### src/rtl/pattern_pkg.sv
// Shared defaults and state encoding for the serial/parallel pattern store.
package pattern_pkg;

    // Default geometry: bits per word and number of words.
    localparam int PATTERN_WIDTH = 8;
    localparam int PATTERN_DEPTH = 32;

    // Serial-load sequencer states.
    typedef enum logic [0:0] {
        IDLE = 1'b0,
        LOAD = 1'b1
    } load_state_e;

    // Total number of serial shifts that make up one complete load.
    function automatic int total_bits(input int width, input int depth);
        return width * depth;
    endfunction

endpackage

### src/rtl/pattern_row.sv
// One pattern word: synchronous clear, serial shift-in, parallel load, hold.
// Shift wins over load so that a serial transfer is never corrupted.
module pattern_row
    import pattern_pkg::*;
#(
    parameter int WIDTH = PATTERN_WIDTH
) (
    input  logic             clk,
    input  logic             rst_n,
    input  logic             shift_en,
    input  logic             shift_in,
    input  logic             load_en,
    input  logic [WIDTH-1:0] load_data,
    output logic [WIDTH-1:0] q
);

    // Word storage: clear first, then shift, then parallel load, else hold
    always_ff @(posedge clk) begin
        if (!rst_n) begin
            q <= '0;
        end else if (shift_en) begin
            q <= {q[WIDTH-2:0], shift_in};
        end else if (load_en) begin
            q <= load_data;
        end else begin
            q <= q;
        end
    end

endmodule

### src/rtl/pattern_store.sv
// Pattern store: DEPTH words of WIDTH bits, loadable as one long serial chain
// (word 0 LSB in, word DEPTH-1 MSB out) or word-by-word in parallel.
// A small sequencer counts a full serial load and flags its completion.
module pattern_store
    import pattern_pkg::*;
#(
    parameter int WIDTH = PATTERN_WIDTH,
    parameter int DEPTH = PATTERN_DEPTH,
    parameter int PTR_W = $clog2(DEPTH)
) (
    input  logic                        clk,
    input  logic                        rst_n,
    input  logic                        ssel,
    input  logic                        sen,
    input  logic                        sin,
    input  logic                        rot,
    output logic                        sout,
    input  logic [PTR_W-1:0]            fieldp,
    input  logic [WIDTH-1:0]            field_in,
    input  logic                        field_write,
    output logic [WIDTH-1:0]            field_byte,
    output logic [DEPTH-1:0][WIDTH-1:0] pattern,
    output logic                        load_done,
    output logic                        busy,
    output logic                        ptr_err
);

    localparam int TOTAL = total_bits(WIDTH, DEPTH);
    localparam int CNT_W = $clog2(TOTAL);
    localparam logic [CNT_W-1:0] CNT_LAST = CNT_W'(TOTAL - 1);
    localparam logic [CNT_W-1:0] CNT_ONE  = CNT_W'(1);

    logic              shift_s;
    logic              ptr_ok_s;
    logic              write_s;
    logic              bad_write_s;
    logic              bit_in_s;
    load_state_e       state_r;
    logic [CNT_W-1:0]  cnt_r;

    // The serial chain tail is visible directly from storage.
    assign sout = pattern[DEPTH-1][WIDTH-1];

    // Request decode: shift outranks parallel writes; serial mode blocks writes
    always_comb begin
        shift_s     = ssel & sen;
        ptr_ok_s    = (int'(fieldp) < DEPTH);
        write_s     = field_write & ~ssel & ptr_ok_s;
        bad_write_s = field_write & ~ssel & ~ptr_ok_s;
        if (rot) begin
            bit_in_s = sout;
        end else begin
            bit_in_s = sin;
        end
    end

    // Word array: each row takes the previous row's MSB as its serial input
    for (genvar i = 0; i < DEPTH; i++) begin : g_row
        logic shift_in_s;
        logic load_en_s;

        if (i == 0) begin : g_head
            assign shift_in_s = bit_in_s;
        end else begin : g_link
            assign shift_in_s = pattern[i-1][WIDTH-1];
        end

        assign load_en_s = write_s & (fieldp == PTR_W'(i));

        pattern_row #(
            .WIDTH(WIDTH)
        ) u_row (
            .clk      (clk),
            .rst_n    (rst_n),
            .shift_en (shift_s),
            .shift_in (shift_in_s),
            .load_en  (load_en_s),
            .load_data(field_in),
            .q        (pattern[i])
        );
    end

    // Registered word read; samples storage before a same-cycle write lands
    always_ff @(posedge clk) begin
        if (!rst_n) begin
            field_byte <= '0;
        end else if (ptr_ok_s) begin
            field_byte <= pattern[fieldp];
        end else begin
            field_byte <= '0;
        end
    end

    // Load sequencer: counts shifts, flags completion, aborts when ssel drops
    always_ff @(posedge clk) begin
        if (!rst_n) begin
            state_r   <= IDLE;
            cnt_r     <= '0;
            busy      <= 1'b0;
            load_done <= 1'b0;
            ptr_err   <= 1'b0;
        end else begin
            load_done <= 1'b0;
            ptr_err   <= bad_write_s;
            case (state_r)
                IDLE: begin
                    if (shift_s) begin
                        // The shift that starts a load is the first one counted.
                        state_r <= LOAD;
                        busy    <= 1'b1;
                        cnt_r   <= CNT_ONE;
                    end else begin
                        state_r <= IDLE;
                        busy    <= 1'b0;
                        cnt_r   <= '0;
                    end
                end
                LOAD: begin
                    if (!ssel) begin
                        // Abort: shifted data stays, count restarts.
                        state_r <= IDLE;
                        busy    <= 1'b0;
                        cnt_r   <= '0;
                    end else if (sen) begin
                        if (cnt_r == CNT_LAST) begin
                            state_r   <= IDLE;
                            busy      <= 1'b0;
                            cnt_r     <= '0;
                            load_done <= 1'b1;
                        end else begin
                            state_r <= LOAD;
                            busy    <= 1'b1;
                            cnt_r   <= cnt_r + CNT_ONE;
                        end
                    end else begin
                        state_r <= LOAD;
                        busy    <= 1'b1;
                        cnt_r   <= cnt_r;
                    end
                end
                default: begin
                    state_r <= IDLE;
                    busy    <= 1'b0;
                    cnt_r   <= '0;
                end
            endcase
        end
    end

endmodule

### config.mk
export PLATFORM = sky130hd
export DESIGN_NAME = pattern_store
export DESIGN_NICKNAME = d
export VERILOG_FILES = /design/src/rtl/pattern_pkg.sv /design/src/rtl/pattern_row.sv /design/src/rtl/pattern_store.sv
export SDC_FILE = /design/constraint.sdc
export NUM_CORES = 1
export LEC_CHECK = 0
export ABC_AREA = 1
export ABC_CLOCK_PERIOD_IN_PS = 3000
export CAP_MARGIN = 0
export CORE_AREA = 2 2 162 164
export CTS_CLUSTER_SIZE = 20
export DETAILED_ROUTE_END_ITERATION = 7
export DIE_AREA = 0 0 164 166
export GPL_TIMING_DRIVEN = 0
export PLACE_DENSITY = 0.85
export SETUP_SLACK_MARGIN = 0.15
export SLEW_MARGIN = 20
export SYNTH_ARGS = -nofsm -noshare
export SYNTH_HDL_FRONTEND = slang
export SYNTH_SLANG_ARGS = --single-unit
### constraint.sdc
create_clock -name clk -period 3 [get_ports clk]
set_input_delay 0.75 -clock clk [delete_from_list [all_inputs] [get_ports clk]]
set_output_delay 0.75 -clock clk [all_outputs]
set_load 0.03 [all_outputs]
# Word-level counts from Yosys, hierarchy flattened

Index checks and enable logic that the tools add are counted.

Equal/unequal tests: 33
Muxes and demuxes: 78
Bitwise logic cells: 36
$add $sub $neg: 1
Reduce and logical (&&, ||, !) cells: 34
Magnitude comparators: 1

Operators by type and width:

| kind                                                                   | number |
|---|---|
| 8-bit 2-to-1 mux                                                       | 68 |
| 5-bit equality test (second input constant)                            | 16 |
| 2-bit nonzero test                                                     | 32 |
| 8-bit binary-select mux with 5-bit select                              | 1 |
| 5-bit by 4-bit equality test with 1-bit output (second input constant) | 8 |
| 1-bit bitwise AND                                                      | 34 |
| 5-bit by 3-bit equality test with 1-bit output (second input constant) | 4 |
| 8-bit case mux with 2 select lines                                     | 1 |
| 5-bit by 2-bit equality test with 1-bit output (second input constant) | 2 |
| 8-bit by 1-bit adder with 8-bit output (second input constant)         | 1 |
| 8-bit equality test (second input constant)                            | 1 |
| 1-bit 2-to-1 mux                                                       | 7 |
| 5-bit by 6-bit < comparator with 1-bit output (second input constant)  | 1 |
| 5-bit by 1-bit equality test with 1-bit output (second input constant) | 1 |
| 5-bit logical NOT                                                      | 1 |
| 4-bit AND reduction                                                    | 1 |
| 3-bit inequality test (second input constant)                          | 1 |
| 1-bit NOT                                                              | 2 |
| 1-bit case mux with 2 select lines                                     | 1 |

Output and inout port bits: 268
Logic and storage cells: 219
Bits in registers: 274
Input bits: 20

# Logic depth before layout (Yosys ltp)

Word-level depth: 5
Depth in mapped cells: 11
Gate-level depth less buffers: 9

# Modules after synthesis

A second synthesis with hierarchy kept.

Cell total of the unflattened synthesis: 2752
Area, all modules: 16126.7 um2

Modules (own cells, without submodules):

| module        | sequential area each (um2) | instances | cells each | area an instance (um2) |
|---|---|---|---|---|
| pattern_row   | 160.2                      | 32        | 62         | 396.6 |
| pattern_store | 360.3                      | 1         | 768        | 3434.5 |

# Worst setup path after synthesis

Ideal clock, no wire load.

Path kind: input-to-reg
Start: in fieldp[1]
End: reg g_row[12].u_row.q[0]
Stages on the path: 9
Path slack: 1119 ps
Data required time: 2868 ps
Arrival time: 1748 ps
Path buffers: 1
Setup time: 132 ps
Cells stage by stage: buf_4 > nor2_2 > inv_1 > nor2_1 > nand2_1 > nand2_2 > inv_1 > nand2_1 > a31oi_1

Cells in the longest elaborated chain, start to end: 3

RTL lines:

| what                                           | line                | source |
|---|---|---|
| start, declared                                | pattern_store.sv:18 | `input logic [PTR_W-1:0] fieldp,` |
| 5-bit by 4-bit equality test with 1-bit output | pattern_store.sv:68 | `assign load_en_s = write_s & (fieldp == PTR_W'(i));` |
| 1-bit bitwise AND                              | pattern_store.sv:68 |  |
| 2-bit nonzero test (no source line)            | -                   |  |
| end signal, assigned                           | pattern_row.sv:22   | `q <= {q[WIDTH-2:0], shift_in};` |
| end signal, assigned                           | pattern_row.sv:24   | `q <= load_data;` |
| end signal, assigned                           | pattern_row.sv:26   | `q <= q;` |
| end, declared                                  | pattern_row.sv:14   | `output logic [WIDTH-1:0] q` |

No other way between the ends.
A chain may end at the register's enable or synchronous reset.

# Worst setup path after layout

Start: in sen
End: reg g_row[9].u_row.q[4]

Cells in the longest elaborated chain, start to end: 2
Elaborated cells between the ends (all ways): 3
Classes of those cells: mux: 1; bitwise: 1; reduce/logical: 1

RTL lines:

| what                                                          | line                | source |
|---|---|---|
| start, declared                                               | pattern_store.sv:14 | `input logic sen,` |
| 1-bit bitwise AND (*)                                         | pattern_store.sv:46 | `shift_s = ssel & sen;` |
| 8-bit 2-to-1 mux / 2-bit nonzero test (equally long branches) | -                   |  |
| end signal, assigned                                          | pattern_row.sv:22   |  |
| end signal, assigned                                          | pattern_row.sv:24   |  |
| end signal, assigned                                          | pattern_row.sv:26   |  |
| end, declared                                                 | pattern_row.sv:14   |  |

Mark *: on every way between the ends. The rest lies on a longest branch, timed or not.

==> reports/results.ini <==
[run_status]
status = finished, final reports clean

[placed_design]
dpl-instance-area_mm2 = 0.0173
gp_congestion = 1.10
port_buffers = 284
hpwl_mm = 48.4

[synthesis]
synthesis.area_mm2 = 0.0141
synth_largest_area_cell = dfxtp_1
yosys_warnings = 0
syn_nets = 2266
synth-seq-cells = 274
synthArstFlopShare_pct = 0
synth_seq_area_share_pct = 39.0
synth_common_cells = 1307 x nand2_1, 274 x dfxtp_1, 253 x a31oi_1, 68 x buf_2, 50 x inv_1
syn_area_per_cell_um2 = 6.27
synthFlopType = dfxtp_1
synth-edff-count = 0
yosysTopAreaCellShare_pct = 39.0
synth_area_leaders = dfxtp_1 39%, nand2_1 35%, a31oi_1 11%, buf_2 2.4%, buf_4 2.0%
yosysMostFrequentCell = nand2_1
synthCells = 2245
netlist-cell-type-count = 30

[floorplanning]
start_util_pct = 55.0
top_level_ports = 288
core_mm2 = 0.0256
die_y_um = 166
row_count = 59
dieArea_mm2 = 0.0272
die_width_um = 164

[job]
cap_violations = 0

[cts]
numCtsBuffers = 29
clock_sinks = 274
cts_root_buffer = clkbuf_16
path_clk_slew_ns = 0.06
tritoncts = built
htreeDepth = 1
clk_latency_ns = 0.57
clockBufferDepth = 3

[critical_path]
cp.required_ns = 3.48
critPathKind = input port to flop
cp-endpoint = g_row[9].u_row.q[4]
critical_path_arrival_ns = 3.30
end_kind = flop
r2r_cells = 8
crit_path_start = sen
path_max_fanout = 10
r2r-end = cnt_r[3]
r2r_start = cnt_r[0]
r2r_slack_ns = 1.30
crit_path_start_kind = input port

[layout]
syn2layout_area_growth_pct = 29.5
drive_gt1_share_pct = 8.06
n_antenna_cell = 0
nNetsFinal = 2581
finish.instance_area_mm2 = 0.0182
utilization_pct = 71.2
fillerInstances = 2096

[detailed_routing]
wl_met2_mm = 28.7
via_per_inst = 6.22
drt-total-wl_mm = 66.5
dr_total_vias = 18100
wl_met3_mm = 9.58
drt_first_pass_iters = 7
drt-initial-drc-count = 3328
dr.max_layer_used = met5
wl_per_cell_um = 22.8
wl_met1_mm = 23.5
drc_errors = 0
ant_nets = 0

[power]
ir_drop_mv = 0.511
powerDensity_mw_per_mm2 = 522
power_leakage_nw = 7.00

[global_routing]
grt_use_total_pct = 47.0
grt_antenna_before_repair = 1
grt_pass1_wl_mm = 98.0
grt_pass1_vias = 16700
grt_max_degree = 15
overflow = 0

[timing]
worst_pin_slew_ns = 1.12
fin_skew_ns = 0.0124
period_share_pct = 93.9
setup_tns_ns = 0
post-route-min-period_ns = 2.82
rsz0062_at_grt = no
max_clock_freq_ghz = 0.355
setup_viol = 0
slew_headroom_pct = 25.3
maxSlewViolCount = 0
finalHoldViolCount = 0

[worst_hold_path]
hold_class = flop to flop

where the power goes:
group | internal (W) | total (W) | leakage [nW] | switching, W
Combinational | 0.000631 | 0.00193 | 4.33 | 0.00130
Sequential | 0.00383 | 0.00412 | 2.24 | 0.000291
Clock | 0.00190 | 0.00346 | 0.430 | 0.00157
cell usage in the layout (no fill, tap or decap), types with 8 or more instances in the layout:
| cell | count |
|---|---|
| dfxtp_1 | 274 |
| nand2_2 | 26 |
| nand3_1 | 37 |
| inv_1 | 50 |
| o21bai_1 | 8 |
| inv_2 | 13 |
| nand4_1 | 17 |
| clkbuf_16 | 29 |
| buf_4 | 37 |
| a21oi_1 | 20 |
| a31oi_1 | 253 |
| o21ai_1 | 8 |
| buf_2 | 68 |
| nor2_1 | 45 |
| clkdlybuf4s50_1 | 284 |
| clkbuf_1 | 46 |
| nand2_1 | 1307 |
metal layers:
metal | vias to the layer above | GRT usage [%]
met5 | - | 0
met4 | 2 | 26.5
li1 | 7853 | -
met2 | 1758 | 73.5
met1 | 8132 | 58.9
met3 | 376 | 11.7
area by class of cell:
type | count | area, um^2 | area share, %
multi-input cells | 1749 | 7510 | 41.2
well taps | 335 | 419 | 2.30
plain buffers | 159 | 856 | 4.69
repair buffers | 284 | 2840 | 15.6
flip-flops and latches | 274 | 5490 | 30.1
clock inverters | 10 | 61.3 | 0.336
inverters | 63 | 236 | 1.30
clock buffers | 41 | 821 | 4.50
through the flow:
step	setup WS [ns]	power [W]	cells	hold slack [ns]
after floorplan	1.12	0.00518	2245	0.445
after global placement	-0.311	0.00600	2864	0.455
after detailed placement	-0.376	0.00603	2864	0.468
after CTS	0.175	0.00937	2915	0.502
after global routing	0.208	0.00970	2915	0.527
final	0.182	0.00952	2915	0.509
worst min path at each step:
stage,depth (start not counted),endpoint,startpoint
after floorplan,2,cnt_r[3],cnt_r[3]
after global placement,2,cnt_r[3],cnt_r[3]
after detailed placement,2,cnt_r[3],cnt_r[3]
after CTS,2,cnt_r[3],cnt_r[3]
after global routing,2,g_row[11].u_row.q[2],g_row[11].u_row.q[2]
final,2,g_row[11].u_row.q[2],g_row[11].u_row.q[2]
cell families (layout without fill, tap and decap cells):
logic type	after synthesis	after routing	synth area share [%]
AND/OR/NAND/NOR	1446	1446	40.0
AO/OA/AOI/OAI	300	300	13.2
flip-flops	274	274	39.0
buffers and inverters	222	557	7.72
adder cells (fa/ha/maj)	1	1	0.0888
other	1	1	0.0266
multiplexers	1	1	0.0711
repair_timing:
item                                    4_1_cts  5_1_grt
endpoints found under the setup margin        0       24
setup buffers                                 0        0
gates resized for setup                       0        9
hold buffers                                  0        0
flip-flops by register name, summed over array words and instances (netlist names):
register and cells:
cnt_r 8, field_byte 8, g_row.u_row.q 256, load_done 1, state_r 1
critical path, cell delays in order:
cell and delay [ns]:
clkdlybuf4s50_1 0.55, nand2_2 0.32, inv_2 0.10, nor2_1 0.53, clkbuf_1 0.71, nand2_1 0.14
a31oi_1 0.20
Power figures use the tool's default switching activity.
